File: src/rtl/board_pkg.sv
// board_pkg: board clock, derived default timings and debounce FSM state encoding.
package board_pkg;
  localparam int CLK_HZ = 27_000_000;
  localparam int DEBOUNCE_DEFAULT = CLK_HZ / 100;
  localparam int LONG_DEFAULT = CLK_HZ;
  typedef enum logic [2:0] {
    RELEASED     = 3'd0,
    PRESS_WAIT   = 3'd1,
    PRESSED      = 3'd2,
    LONG_HELD    = 3'd3,
    RELEASE_WAIT = 3'd4
  } btn_state_e;
endpackage

File: src/rtl/sync_2ff.sv
// sync_2ff: two-flop synchroniser for an asynchronous board input, with selectable reset value.
module sync_2ff #(
  parameter bit RST_VAL = 1'b0
) (
  input  logic clk,
  input  logic rst,
  input  logic d,
  output logic q
);
  logic meta_q, sync_q;
  always_ff @(posedge clk) begin
    if (!rst) begin
      meta_q <= RST_VAL;
      sync_q <= RST_VAL;
    end else begin
      meta_q <= d;
      sync_q <= meta_q;
    end
  end
  assign q = sync_q;
endmodule

File: src/rtl/button_debounce.sv
// button_debounce: synchronised, debounced push-button with press/release/long events and press counter.
module button_debounce
  import board_pkg::*;
#(
  parameter int DEBOUNCE_CYCLES = DEBOUNCE_DEFAULT,
  parameter int LONG_CYCLES     = LONG_DEFAULT,
  parameter bit ACTIVE_LOW      = 1'b1
) (
  input  logic       clk,
  input  logic       rst,
  input  logic       button,
  output logic       btn_level,
  output logic       btn_press,
  output logic       btn_release,
  output logic       btn_long,
  output logic [7:0] press_cnt
);
  localparam int DW = $clog2(DEBOUNCE_CYCLES + 1);
  localparam int LW = $clog2(LONG_CYCLES + 1);
  localparam logic [DW-1:0] DEB_LAST  = DW'(DEBOUNCE_CYCLES);
  localparam logic [LW-1:0] HOLD_LAST = LW'(LONG_CYCLES);
  logic sync_s, pressed_s;
  btn_state_e state_q, state_d;
  logic [DW-1:0] deb_q, deb_d, deb_inc;
  logic [LW-1:0] hold_q, hold_d, hold_inc;
  logic [7:0] cnt_q, cnt_d;
  logic long_done_q, long_done_d, level_q, level_d;
  logic press_q, press_d, release_q, release_d, long_q, long_d;
  sync_2ff #(.RST_VAL(ACTIVE_LOW)) u_sync (
    .clk (clk),
    .rst (rst),
    .d   (button),
    .q   (sync_s)
  );
  assign pressed_s = sync_s ^ ACTIVE_LOW;
  assign deb_inc   = deb_q + DW'(1);
  assign hold_inc  = hold_q + LW'(1);
  always_comb begin
    state_d     = state_q;
    deb_d       = deb_q;
    hold_d      = hold_q;
    cnt_d       = cnt_q;
    long_done_d = long_done_q;
    level_d     = level_q;
    press_d     = 1'b0;
    release_d   = 1'b0;
    long_d      = 1'b0;
    case (state_q)
      RELEASED: begin
        if (pressed_s) begin
          state_d = PRESS_WAIT;
          deb_d   = DW'(1);
        end
      end
      PRESS_WAIT: begin
        if (!pressed_s) begin
          state_d = RELEASED;
        end else if (deb_inc == DEB_LAST) begin
          state_d = PRESSED;
          level_d = 1'b1;
          press_d = 1'b1;
          cnt_d   = cnt_q + 8'd1;
          hold_d  = '0;
        end else begin
          deb_d = deb_inc;
        end
      end
      PRESSED: begin
        if (!pressed_s) begin
          state_d = RELEASE_WAIT;
          deb_d   = DW'(1);
        end else if (hold_inc == HOLD_LAST) begin
          state_d     = LONG_HELD;
          hold_d      = hold_inc;
          long_d      = 1'b1;
          long_done_d = 1'b1;
        end else begin
          hold_d = hold_inc;
        end
      end
      LONG_HELD: begin
        if (!pressed_s) begin
          state_d = RELEASE_WAIT;
          deb_d   = DW'(1);
        end
      end
      RELEASE_WAIT: begin
        // a bounce back to pressed resumes the press without a new event
        if (pressed_s) begin
          state_d = long_done_q ? LONG_HELD : PRESSED;
        end else if (deb_inc == DEB_LAST) begin
          state_d     = RELEASED;
          level_d     = 1'b0;
          release_d   = 1'b1;
          long_done_d = 1'b0;
        end else begin
          deb_d = deb_inc;
        end
      end
      default: state_d = RELEASED;
    endcase
  end
  always_ff @(posedge clk) begin
    if (!rst) begin
      state_q     <= RELEASED;
      deb_q       <= '0;
      hold_q      <= '0;
      cnt_q       <= '0;
      long_done_q <= 1'b0;
      level_q     <= 1'b0;
      press_q     <= 1'b0;
      release_q   <= 1'b0;
      long_q      <= 1'b0;
    end else begin
      state_q     <= state_d;
      deb_q       <= deb_d;
      hold_q      <= hold_d;
      cnt_q       <= cnt_d;
      long_done_q <= long_done_d;
      level_q     <= level_d;
      press_q     <= press_d;
      release_q   <= release_d;
      long_q      <= long_d;
    end
  end
  assign btn_level   = level_q;
  assign btn_press   = press_q;
  assign btn_release = release_q;
  assign btn_long    = long_q;
  assign press_cnt   = cnt_q;
endmodule

File: config.mk
export PLATFORM = sky130hd
export DESIGN_NAME = button_debounce
export DESIGN_NICKNAME = d
export VERILOG_FILES = /design/src/rtl/board_pkg.sv /design/src/rtl/sync_2ff.sv /design/src/rtl/button_debounce.sv
export SDC_FILE = /design/constraint.sdc
export NUM_CORES = 1
export LEC_CHECK = 0
export ABC_AREA = 1
export CORE_MARGIN = 2
export CORE_UTILIZATION = 50
export CTS_CLUSTER_SIZE = 20
export DETAILED_ROUTE_END_ITERATION = 10
export PLACE_DENSITY = 0.7
export SLEW_MARGIN = 20
export SYNTH_ARGS = -nofsm -noshare
export SYNTH_HDL_FRONTEND = slang
export SYNTH_HIERARCHICAL = 1
export SYNTH_SLANG_ARGS = --single-unit
File: constraint.sdc
create_clock -name clk -period 2.1 [get_ports clk]
set_input_delay 0.315 -clock clk [delete_from_list [all_inputs] [get_ports clk]]
set_output_delay 0.315 -clock clk [all_outputs]
set_load 0.005 [all_outputs]
# --- After elaboration in Yosys (flattened, before gate mapping) ---
# Cells that the tools add are included.
# W data, S select, Z words.
totals:
  output_inout_bits: 12
  ff_bits: 62
  word_cells: 81
  in_bits: 3
op_classes:
  n_eq_ne: 18
  reduce_logical: 15
  muxes: 30
  addsub: 3
  n_bitwise: 4
op_table:
  columns: ["cell", "n"]
  rows:
  - ["$mux W19", 5]
  - ["$pmux W19 S4", 1]
  - ["$mux W25", 3]
  - ["$pmux W25 S2", 1]
  - ["$add A25 B1 Y25 const B", 1]
  - ["$eq A25 B25 Y1 const B", 1]
  - ["$mux W3", 8]
  - ["$reduce_and A5 Y1", 4]
  - ["$add A19 B1 Y19 const B", 1]
  - ["$eq A19 B19 Y1 const B", 1]
  - ["$pmux W3 S5", 1]
  - ["$ne A2 B2 Y1 const B", 6]
  - ["$mux W1", 9]
  - ["$add A8 B1 Y8 const B", 1]
  - ["$eq A3 B2 Y1 const B", 2]
  - ["$ne A2 B1 Y1 const B", 3]
  - ["$ne A3 B2 Y1 const B", 2]
  - ["$reduce_and A3 Y1", 2]
  - ["$reduce_bool A2 Y1", 3]
  - ["$reduce_or A3 Y1", 2]
  - ["$not A1 Y1", 4]
  - ["$pmux W1 S2", 2]
  - ["$reduce_and A4 Y1", 1]
  - ["$reduce_bool A4 Y1", 1]
  - ["other kinds (5)", 5]

# --- Depth between registers and ports, before layout ---
# Gate-level depths: netlist of run 1.
depth:
  ltp_word: 5
  mapped_depth: 17
  ltp_nobuf: 17

# --- By module ---
# The synthesis of run 1 kept the hierarchy.
by_module_without_submodules:
  columns: ["mod", "n_inst", "cells_per_inst", "area_each_um2", "seq_area_each_um2"]
  rows:
  - ["button_debounce", 1, 686, 4159.0, 1201.2]
  - ["sync_2ff", 1, 6, 55.1, 40.0]

# --- Worst setup path after synthesis of run 1 ---
# No wires, ideal clock.
synth_path:
  path_type: "reg2reg"
  start: "register deb_q[0]"
  end: "register hold_q[2]"
  path_buffers: 1
  t_arrival_ps: 2001
  path_stages_with_launch: 16
  slack_ps: -18
  setup_time_ps: 117
  synth_period_minus_slack_ps: 2118
  required_ps: 1983
  cell_sequence: "dfxtp_1 -> ha_1 -> nand2_2 -> nor2_4 -> nand3_2 -> nand2_1 -> nand2_1 -> nor2_1 -> nand2_1 -> nor2_4 -> nand4_4 -> nand2_4 -> inv_4 -> buf_6 -> a21oi_2 -> nor2_1"
synth_via:
  elab_chain_cells: 4
synth_rtl:
  columns: ["item", "line", "text"]
  rows:
  - ["start: declaration", "button_debounce.sv:24", "logic [DW-1:0] deb_q, deb_d, deb_inc;"]
  - ["start signal: assignment", "button_debounce.sv:106", "deb_q <= '0;"]
  - ["start signal: assignment", "button_debounce.sv:116", "deb_q <= deb_d;"]
  - ["$add A19 B1 Y19", "button_debounce.sv:36", "assign deb_inc = deb_q + DW'(1);"]
  - ["$eq A19 B19 Y1", "button_debounce.sv:58", "end else if (deb_inc == DEB_LAST) begin"]
  - ["$ne A2 B2 Y1 (no source line)", null, null]
  - ["$reduce_and A4 Y1 (no source line)", null, null]
  - ["end signal: assignment", "button_debounce.sv:117", "hold_q <= hold_d;"]
  - ["end: declaration", "button_debounce.sv:25", "logic [LW-1:0] hold_q, hold_d, hold_inc;"]
# No other way between the ends.
# A chain may end at the register's enable or synchronous reset.

# --- Final worst setup path of run 1 ---
layout_path:
  start: "register deb_q[2]"
  end: "register deb_q[16]"
layout_via:
  elab_chain_cells: 5
  elab_cells_between_ends: 6
  classes_between: "add/sub: 1; eq/ne: 1; mux: 4"
layout_rtl:
  columns: ["item", "line", "text"]
  rows:
  - ["$add A19 B1 Y19 *", "button_debounce.sv:36", null]
  - ["$eq A19 B19 Y1", "button_debounce.sv:58, button_debounce.sv:91", null]
  - ["$mux W19 *", "button_debounce.sv:58, button_debounce.sv:91", null]
  - ["$mux W19, on equally long branches", "button_debounce.sv:89, button_debounce.sv:56", null]
  - ["$pmux W19 S4 *", "button_debounce.sv:48", "case (state_q)"]
# Mark *: on every way between the ends. The rest lies on a longest branch, timed or not. The select of a mux whose other input is x is not followed.

==> summary.txt, run 1 <==
Psw -> 1.92 mW
Port Buffers -> 14
P_int -> 2.79 mW
Post-Syn Area -> 4210 µm²
critical path required time -> 2.39 ns
adder-cell share of the synthesized area -> 1.19%
Comb pwr share -> 46.0%
vias in the first global route -> 4367
Post-Syn Instances -> 692
Mean Syn Cell Area -> 6.09 µm²
TritonCTS Buffers -> 9
RD Place Congestion -> 0.946
synth unique cells -> 37
asr flop ratio synth -> 0%
max cap viols -> 0
pin count of the biggest net entering global routing -> 32
count leader, synth -> nand2_1
YS warnings -> 6
Fin Setup TNS -> -1.49 ns
IO Pins -> 15
most frequent cells after synthesis -> nand2_1, nor2_1, inv_1
hold buffers post-CTS -> 0
share of cells above drive strength 1 -> 29.5%
RSZ-0062 raised after global routing -> yes
post-place instance area -> 4910 µm²
switching part of the total -> 40.8%
Antenna diodes -> 0
final setup margin -> -0.103 ns
worst hold path type -> reg -> reg
H-tree levels -> 3
Seq pwr share -> 31.0%
Vias -> 4885
Pleak -> 2.22 nW
FILL cells -> 683
Iter 0 DRT Violations -> 311
antenna violations before repair -> 0
Crit. End Element -> flip-flop
clock network fraction of total power -> 23.0%
Worst Setup Path Type -> reg -> reg
clk sinks -> 62
DR WL/cell -> 13.8 µm
Site Rows -> 33
failing checks -> setup timing
Slew Limit Fails -> 0
multiplexer share of the synthesized area -> 0%
headroom to the max-slew limit -> 62.9%
Core Util, Final -> 69.7%
pwr dens -> 826 nW/µm²
first-pass GRT wire length -> 19900 µm
largest family of logic cells by synthesized area -> simple AND/OR/NAND/NOR gates
biggest area consumer among synthesized cells -> dfxtp_1
CTS tree -> built
EDFF count, synth -> 0
final hold violations -> 0
design area -> 5700 µm²
HPWL Detailed -> 8250 µm
iteration count of the initial detailed-routing pass -> 5
Synth Register Bits -> 62
die width -> 95.8 µm
Total GRT Usage -> 27.5%
global route total overflow -> 0
top cells by area, synth -> dfxtp_1, nand2_1, nor2_1
Clock Skew -> 0.0134 ns
die height -> 95.8 µm
final setup fails -> 43
drt total wl -> 12400 µm
simple-gate share of the synthesized area -> 45.4%
CTS max path bufs -> 2
outcome -> complete, but fails checks
Worst-path clk slew -> 0.08 ns
Synth Area in XOR/XNOR -> 1.25%
final worst-path cycle share -> 105%
Die Area -> 9180 µm²
fmax -> 454 MHz
Top FF cell, synth -> dfxtp_1
Critical Path AT -> 2.49 ns
net count after synthesis -> 699
Peak VDD IR -> 707 µV
Synth Area in Compound Gates -> 13.5%
critical path startpoint category -> flip-flop
Clock Latency Late Sink -> 0.36 ns
Initial Utilization -> 51.5%
post-synth top area share -> 29.5%
synth-to-layout area growth -> 35.2%
Layout Nets -> 798
clk root buf -> clkbuf_8
Core Box Area -> 8180 µm²
sequential area share after synthesis -> 29.5%
total power -> 4.71 mW
Routed Antenna Nets -> 0
Tmin final -> 2.20 ns
Via-to-Cell Ratio -> 5.42
Worst-Margin Slew -> 0.556 ns
Worst Path Max Fanout -> 9
drc violations -> 0
[logic make-up (layout without fill, tap and decap cells)]
group,after synthesis,in the layout
DFF,62,62
AOI/OAI and AO/OA,98,98
xor gates and xnor gates,6,6
and+or+nand+nor,429,430
adders and majority gates,4,4
buffers and inverters,93,196
[through the flow]
| step | setup slack [ns] | instances | hold WS, ns |
|---|---|---|---|
| 2_1_floorplan | 0.00219 | 692 | 0.380 |
| 5_1_grt | -0.231 | 901 | 0.458 |
| 4_1_cts | -0.0317 | 896 | 0.409 |
| 3_5_place_dp | -0.222 | 863 | 0.400 |
| 6_report | -0.103 | 901 | 0.423 |
| 3_3_place_gp | -0.175 | 863 | 0.384 |
[routing by layer]
layer,share of wire (%),global-route usage (%),vias to the layer above
met5,0,0,-
met3,5.3,3.76,30
li1,-,-,2435
met1,44,36.6,2242
met4,2.4,11.5,0
met2,48,44.6,178
[cell usage in the layout, fill, tap and decap left out, types with 5 or more instances in the layout]
cell type / n
a21oi_1: 42
a21oi_2: 14
buf_4: 76
buf_6: 9
clkbuf_8: 9
clkdlybuf4s50_1: 14
dfxtp_1: 50
dfxtp_2: 7
dfxtp_4: 5
inv_1: 71
inv_2: 6
nand2_1: 194
nand2_2: 26
nand2_4: 6
nand3_1: 42
nand3_2: 7
nand4_1: 17
nor2_1: 75
nor2_2: 20
nor2_4: 17
nor3_1: 12
o21ai_0: 12
o21ai_1: 11
o21ai_2: 7
o21bai_1: 5
[sequential cells by signal, indices dropped and copies added, names as in the netlist]
signal         cells
btn_press          1
press_cnt          8
btn_release        1
state_q            3
btn_level          1
long_done_q        1
btn_long           1
deb_q             19
hold_q            25
u_sync/q           1
u_sync/meta_q      1
[final timing paths]
check        depth (start not counted)  slack [ns]                startpoint                endpoint
min reg2reg                          2        0.42  u_sync/meta_q$_SDFF_PN1_     u_sync/q$_SDFF_PN1_
max                                 16       -0.10     deb_q[2]$_SDFFE_PN0P_  deb_q[16]$_SDFFE_PN0P_
max reg2reg                         16       -0.10     deb_q[2]$_SDFFE_PN0P_  deb_q[16]$_SDFFE_PN0P_
min                                  2        0.42  u_sync/meta_q$_SDFF_PN1_     u_sync/q$_SDFF_PN1_
[cell type report]
cell class,instances,area (µm²),share of cell area (%)
multi-input cells,538,2940,51.5
flip-flops and latches,62,1270,22.3
repair buffers,101,860,15.1
inverters,79,304,5.34
well taps,105,131,2.31
clock buffers,9,124,2.17
clock inverters,7,73.8,1.30
[worst max-delay path: stages, from the launching register on]
cell	delay, ns
dfxtp_4	0.41
buf_6	0.13
nand3_4	0.10
nor2_4	0.19
nand3_2	0.10
nand2_2	0.08
nand2_2	0.11
inv_2	0.09
nand2_1	0.06
nor2_2	0.15
nand3_2	0.11
inv_2	0.09
nand2_4	0.08
nand2_8	0.10
buf_12	0.14
o21ai_1	0.08
a21oi_2	0.11
[power groups by stage]
| stage | registers [mW] | logic [mW] | clock network [mW] |
|---|---|---|---|
| 5_1_grt | 1.47 | 2.35 | 1.15 |
| 4_1_cts | 1.44 | 1.99 | 1.10 |
| 2_1_floorplan | 1.43 | 1.15 | 0 |
| 3_3_place_gp | 1.45 | 1.61 | 0 |
| 6_report | 1.46 | 2.17 | 1.08 |
| 3_5_place_dp | 1.45 | 1.64 | 0 |
[what timing repair did]
item,in CTS,in global routing
buffers inserted,15,5
resized for setup,58,65
pin swaps,26,25
setup endpoints to repair,59,59
gates cloned,2,0
No activity file was read; power rests on OpenSTA's default activity.
==> inputs of run 2 (changes only) <==
--- a/config.mk
+++ b/config.mk
@@ -6,6 +6,7 @@
 export NUM_CORES = 1
 export LEC_CHECK = 0
 export ABC_AREA = 1
+export CAP_MARGIN = 40
 export CORE_MARGIN = 2
 export CORE_UTILIZATION = 50
 export CTS_CLUSTER_SIZE = 20
==> constraint.sdc (replaced) <==
create_clock -name clk -period 2.1 [get_ports clk]
set_input_delay 0.315 -clock clk [delete_from_list [all_inputs] [get_ports clk]]
set_output_delay 0.315 -clock clk [all_outputs]
set_load 0.01 [all_outputs]
==> results of run 2 <==
The final DEF is identical to that of run 1; final timing and power are the same.
==> inputs of run 3 (changes only) <==
--- a/config.mk
+++ b/config.mk
@@ -8,12 +8,10 @@
 export ABC_AREA = 1
 export CAP_MARGIN = 40
 export CORE_MARGIN = 2
-export CORE_UTILIZATION = 50
+export CORE_UTILIZATION = 34
 export CTS_CLUSTER_SIZE = 20
 export DETAILED_ROUTE_END_ITERATION = 10
-export PLACE_DENSITY = 0.7
 export SLEW_MARGIN = 20
 export SYNTH_ARGS = -nofsm -noshare
 export SYNTH_HDL_FRONTEND = slang
-export SYNTH_HIERARCHICAL = 1
 export SYNTH_SLANG_ARGS = --single-unit
==> run 3 against run 2 <==
The flow still finishes with violations (setup timing). Via count shrank 2.8%. Synthesized cell count shrank 4.5%. Clock skew shrank 0.0083 ns. Global-route usage shrank 7.7 points. Sequential power shrank 6%. Largest cell class unchanged. Critical endpoint is now btn_level$_SDFFE_PN0P_. Power grew 1.4%. Area after synthesis shrank 2.3%. First-iteration DRC count grew 28%. Critical path depth grew 2. Die area grew 42%. Cell count grew 2.6%. Non-clock buffer count grew 10.
==> summary.txt, run 3 <==
fmax -> 421 MHz (was 454 MHz)
YS warnings -> 0 (was 6)
Post-Syn Instances -> 661 (was 692)
worst hold path type -> reg -> reg (unchanged)
design area -> 5940 µm² (was 5700 µm²)
top cells by area, synth -> dfxtp_1, nand2_1, nor2_1 (unchanged)
RR Startpoint -> deb_q[1]$_SDFFE_PN0P_ (was deb_q[2]$_SDFFE_PN0P_)
Register Area -> 1250 µm² (was 1270 µm²)
largest family of logic cells by synthesized area -> simple AND/OR/NAND/NOR gates (unchanged)
Setup WS pre-CTS -> -0.356 ns (was -0.222 ns)
Critical Path Source -> deb_q[1]$_SDFFE_PN0P_ (was deb_q[2]$_SDFFE_PN0P_)
DR WL/cell -> 13.9 µm (was 13.8 µm)
HPWL Detailed -> 8510 µm (was 8250 µm)
pwr dens -> 804 nW/µm² (was 826 nW/µm²)
Worst Setup Path Type -> reg -> reg (unchanged)
commonest non-fill, non-tap cell in the layout -> nand2_1 (unchanged)
max FFs per register -> 25 (unchanged)
simple-gate share of the synthesized area -> 41.6% (was 45.4%)
share of cells above drive strength 1 -> 32.8% (was 29.5%)
asr flop ratio synth -> 0% (unchanged)
Vias -> 4750 (was 4885)
Synth Register Bits -> 62 (unchanged)
pin count of the biggest net entering global routing -> 38 (was 32)
IO Pins -> 15 (unchanged)
most frequent cells in the layout -> nand2_1, buf_4, nor2_1 (unchanged)
critical path startpoint category -> flip-flop (unchanged)
Tmin final -> 2.37 ns (was 2.20 ns)
die height -> 114 µm (was 95.8 µm)
sequential area share after synthesis -> 30.1% (was 29.5%)
clk sinks -> 62 (unchanged)
post-route insts no fill -> 924 (was 901)
post-place instance area -> 5070 µm² (was 4910 µm²)
Via-to-Cell Ratio -> 5.14 (was 5.42)
drc violations -> 0 (unchanged)
multiplexer share of the synthesized area -> 0% (unchanged)
failing checks -> setup timing (unchanged)
final setup margin -> -0.273 ns (was -0.103 ns)
Worst-path clk slew -> 0.06 ns (was 0.08 ns)
Layout Nets -> 779 (was 798)
Iter 0 DRT Violations -> 399 (was 311)
net count after synthesis -> 668 (was 699)
Top FF cell, synth -> dfxtp_1 (unchanged)
die width -> 114 µm (was 95.8 µm)
RSZ-0062 raised after global routing -> yes (unchanged)
headroom to the max-slew limit -> 63.3% (was 62.9%)
Site Rows -> 40 (was 33)
Antenna diodes -> 0 (unchanged)
most frequent cells after synthesis -> nand2_1, nor2_1, inv_1 (unchanged)
post-synth top area share -> 30.1% (was 29.5%)
first-pass GRT wire length -> 20800 µm (was 19900 µm)
Worst-Margin Slew -> 0.550 ns (was 0.556 ns)
Clock Skew -> 0.00509 ns (was 0.0134 ns)
critical path required time -> 2.38 ns (was 2.39 ns)
drt total wl -> 12800 µm (was 12400 µm)
clk root buf -> clkbuf_16 (was clkbuf_8)
hold buffers post-CTS -> 0 (unchanged)
Total GRT Usage -> 19.8% (was 27.5%)
Slew Limit Fails -> 0 (unchanged)
FILL cells -> 1129 (was 683)
EDFF count, synth -> 0 (unchanged)
Crit. End Element -> flip-flop (unchanged)
synth unique cells -> 34 (was 37)
final hold violations -> 0 (unchanged)
Mean Syn Cell Area -> 6.23 µm² (was 6.09 µm²)
Core Box Area -> 11900 µm² (was 8180 µm²)
Worst Path Max Fanout -> 5 (was 9)
Routed Antenna Nets -> 0 (unchanged)
max cap viols -> 0 (unchanged)
outcome -> complete, but fails checks (unchanged)
Post-Syn Area -> 4120 µm² (was 4210 µm²)
Clock Latency Late Sink -> 0.34 ns (was 0.36 ns)
Synth Area in XOR/XNOR -> 2.13% (was 1.25%)
total power -> 4.78 mW (was 4.71 mW)
final worst-path cycle share -> 113% (was 105%)
iteration count of the initial detailed-routing pass -> 5 (unchanged)
CTS tree -> built (unchanged)
antenna violations before repair -> 0 (unchanged)
Critical Path AT -> 2.65 ns (was 2.49 ns)
biggest area consumer among synthesized cells -> dfxtp_1 (unchanged)
vias in the first global route -> 4377 (was 4367)
Biggest register -> hold_q (unchanged)
RD Place Congestion -> 0.878 (was 0.946)
final setup fails -> 58 (was 43)
TritonCTS Buffers -> 9 (unchanged)
Peak VDD IR -> 475 µV (was 707 µV)
synth-to-layout area growth -> 44.2% (was 35.2%)
Initial Utilization -> 34.6% (was 51.5%)
count leader, synth -> nand2_1 (unchanged)
Pleak -> 2.27 nW (was 2.22 nW)
Multi-input gate area -> 3000 µm² (was 2940 µm²)
H-tree levels -> 3 (unchanged)
Port Buffers -> 14 (unchanged)
min-delay src -> u_sync.meta_q$_SDFF_PN1_ (was u_sync/meta_q$_SDFF_PN1_)
Die Area -> 13000 µm² (was 9180 µm²)
adder-cell share of the synthesized area -> 1.22% (was 1.19%)
CTS max path bufs -> 2 (unchanged)
global route total overflow -> 0 (unchanged)
Post-Place Cells -> 890 (was 863)
Synth Area in Compound Gates -> 15.5% (was 13.5%)
[run 3: cell types whose count changed after synthesis, sizes merged, moves of 3 or more]
cell / delta
nor2: -4
nand3: +5
xor2: +6
inv: -5
nand2: -37
nor3: -5
o21a: +3
a21oi: +10
[run 3: final cells by class]
| class | instances | share of cell area [%] |
|---|---|---|
| clock buffer | 12 | 4.15 |
| clock inverter | 4 | 1.18 |
| inverter | 75 | 4.74 |
| multi-input combinational | 513 | 50.5 |
| sequential | 62 | 21.1 |
| tap | 147 | 3.10 |
| timing repair buffer | 111 | 15.2 |
[run 3: cell families after synthesis]
family	Yosys count
AND/OR/NAND/NOR	389
AO/OA/AOI/OAI	106
buffers and inverters	90
flip-flops	62
XOR/XNOR	10
adder cells (fa/ha/maj)	4
[run 3: report_power, final]
part,switching (mW),total (mW),internal [mW]
registers,0.109,1.37,1.26
clock network,0.547,1.61,1.07
logic,1.20,1.79,0.591
[run 3: repair_timing]
item,in CTS,in global routing
pin swaps,18,30
gates resized for setup,50,61
setup endpoints to repair,59,60
buffers inserted,10,5
cloned,3,1
[run 3: critical path, stage by stage (launching register included)]
cell	delay [ns]
dfxtp_4	0.38
ha_4	0.15
nand2_4	0.06
nor2_4	0.20
nand2_4	0.11
nor2_4	0.14
nand2_1	0.07
nand2_2	0.10
nand2_4	0.07
nor2_2	0.09
nand2_1	0.07
nor2_1	0.11
nand2_1	0.11
inv_2	0.14
nand2_8	0.13
buf_6	0.14
o21bai_1	0.12
inv_1	0.05
nor2_1	0.07
[run 3: metrics by stage]
| step | hold slack, ns | setup TNS [ns] | util (%) |
|---|---|---|---|
| floorplan | 0.393 | -0.339 | - |
| global placement | 0.401 | -10.01 | 42.5 |
| detailed placement | 0.416 | -10.45 | 42.5 |
| CTS | 0.428 | -6.05 | 47.5 |
| global route | 0.467 | -19.05 | 49.9 |
| finish | 0.423 | -12.47 | 49.9 |
[run 3: path summary, 6_finish.rpt]
kind,endpoint,slack (ns),depth (start not counted)
worst max-delay path,btn_level$_SDFFE_PN0P_,-0.27,18
worst min-delay path,u_sync.q$_SDFF_PN1_,0.42,1
worst max register to register,btn_level$_SDFFE_PN0P_,-0.27,18
worst min register to register,u_sync.q$_SDFF_PN1_,0.42,1
[run 3: metal layers]
metal / vias up / GRT usage (%) / share of wire (%)
li1: 2375 / - / -
met1: 2208 / 27.4 / 47
met2: 145 / 30.6 / 46
met3: 22 / 2.86 / 5.2
met4: 0 / 8.78 / 2.0
met5: - / 0 / 0
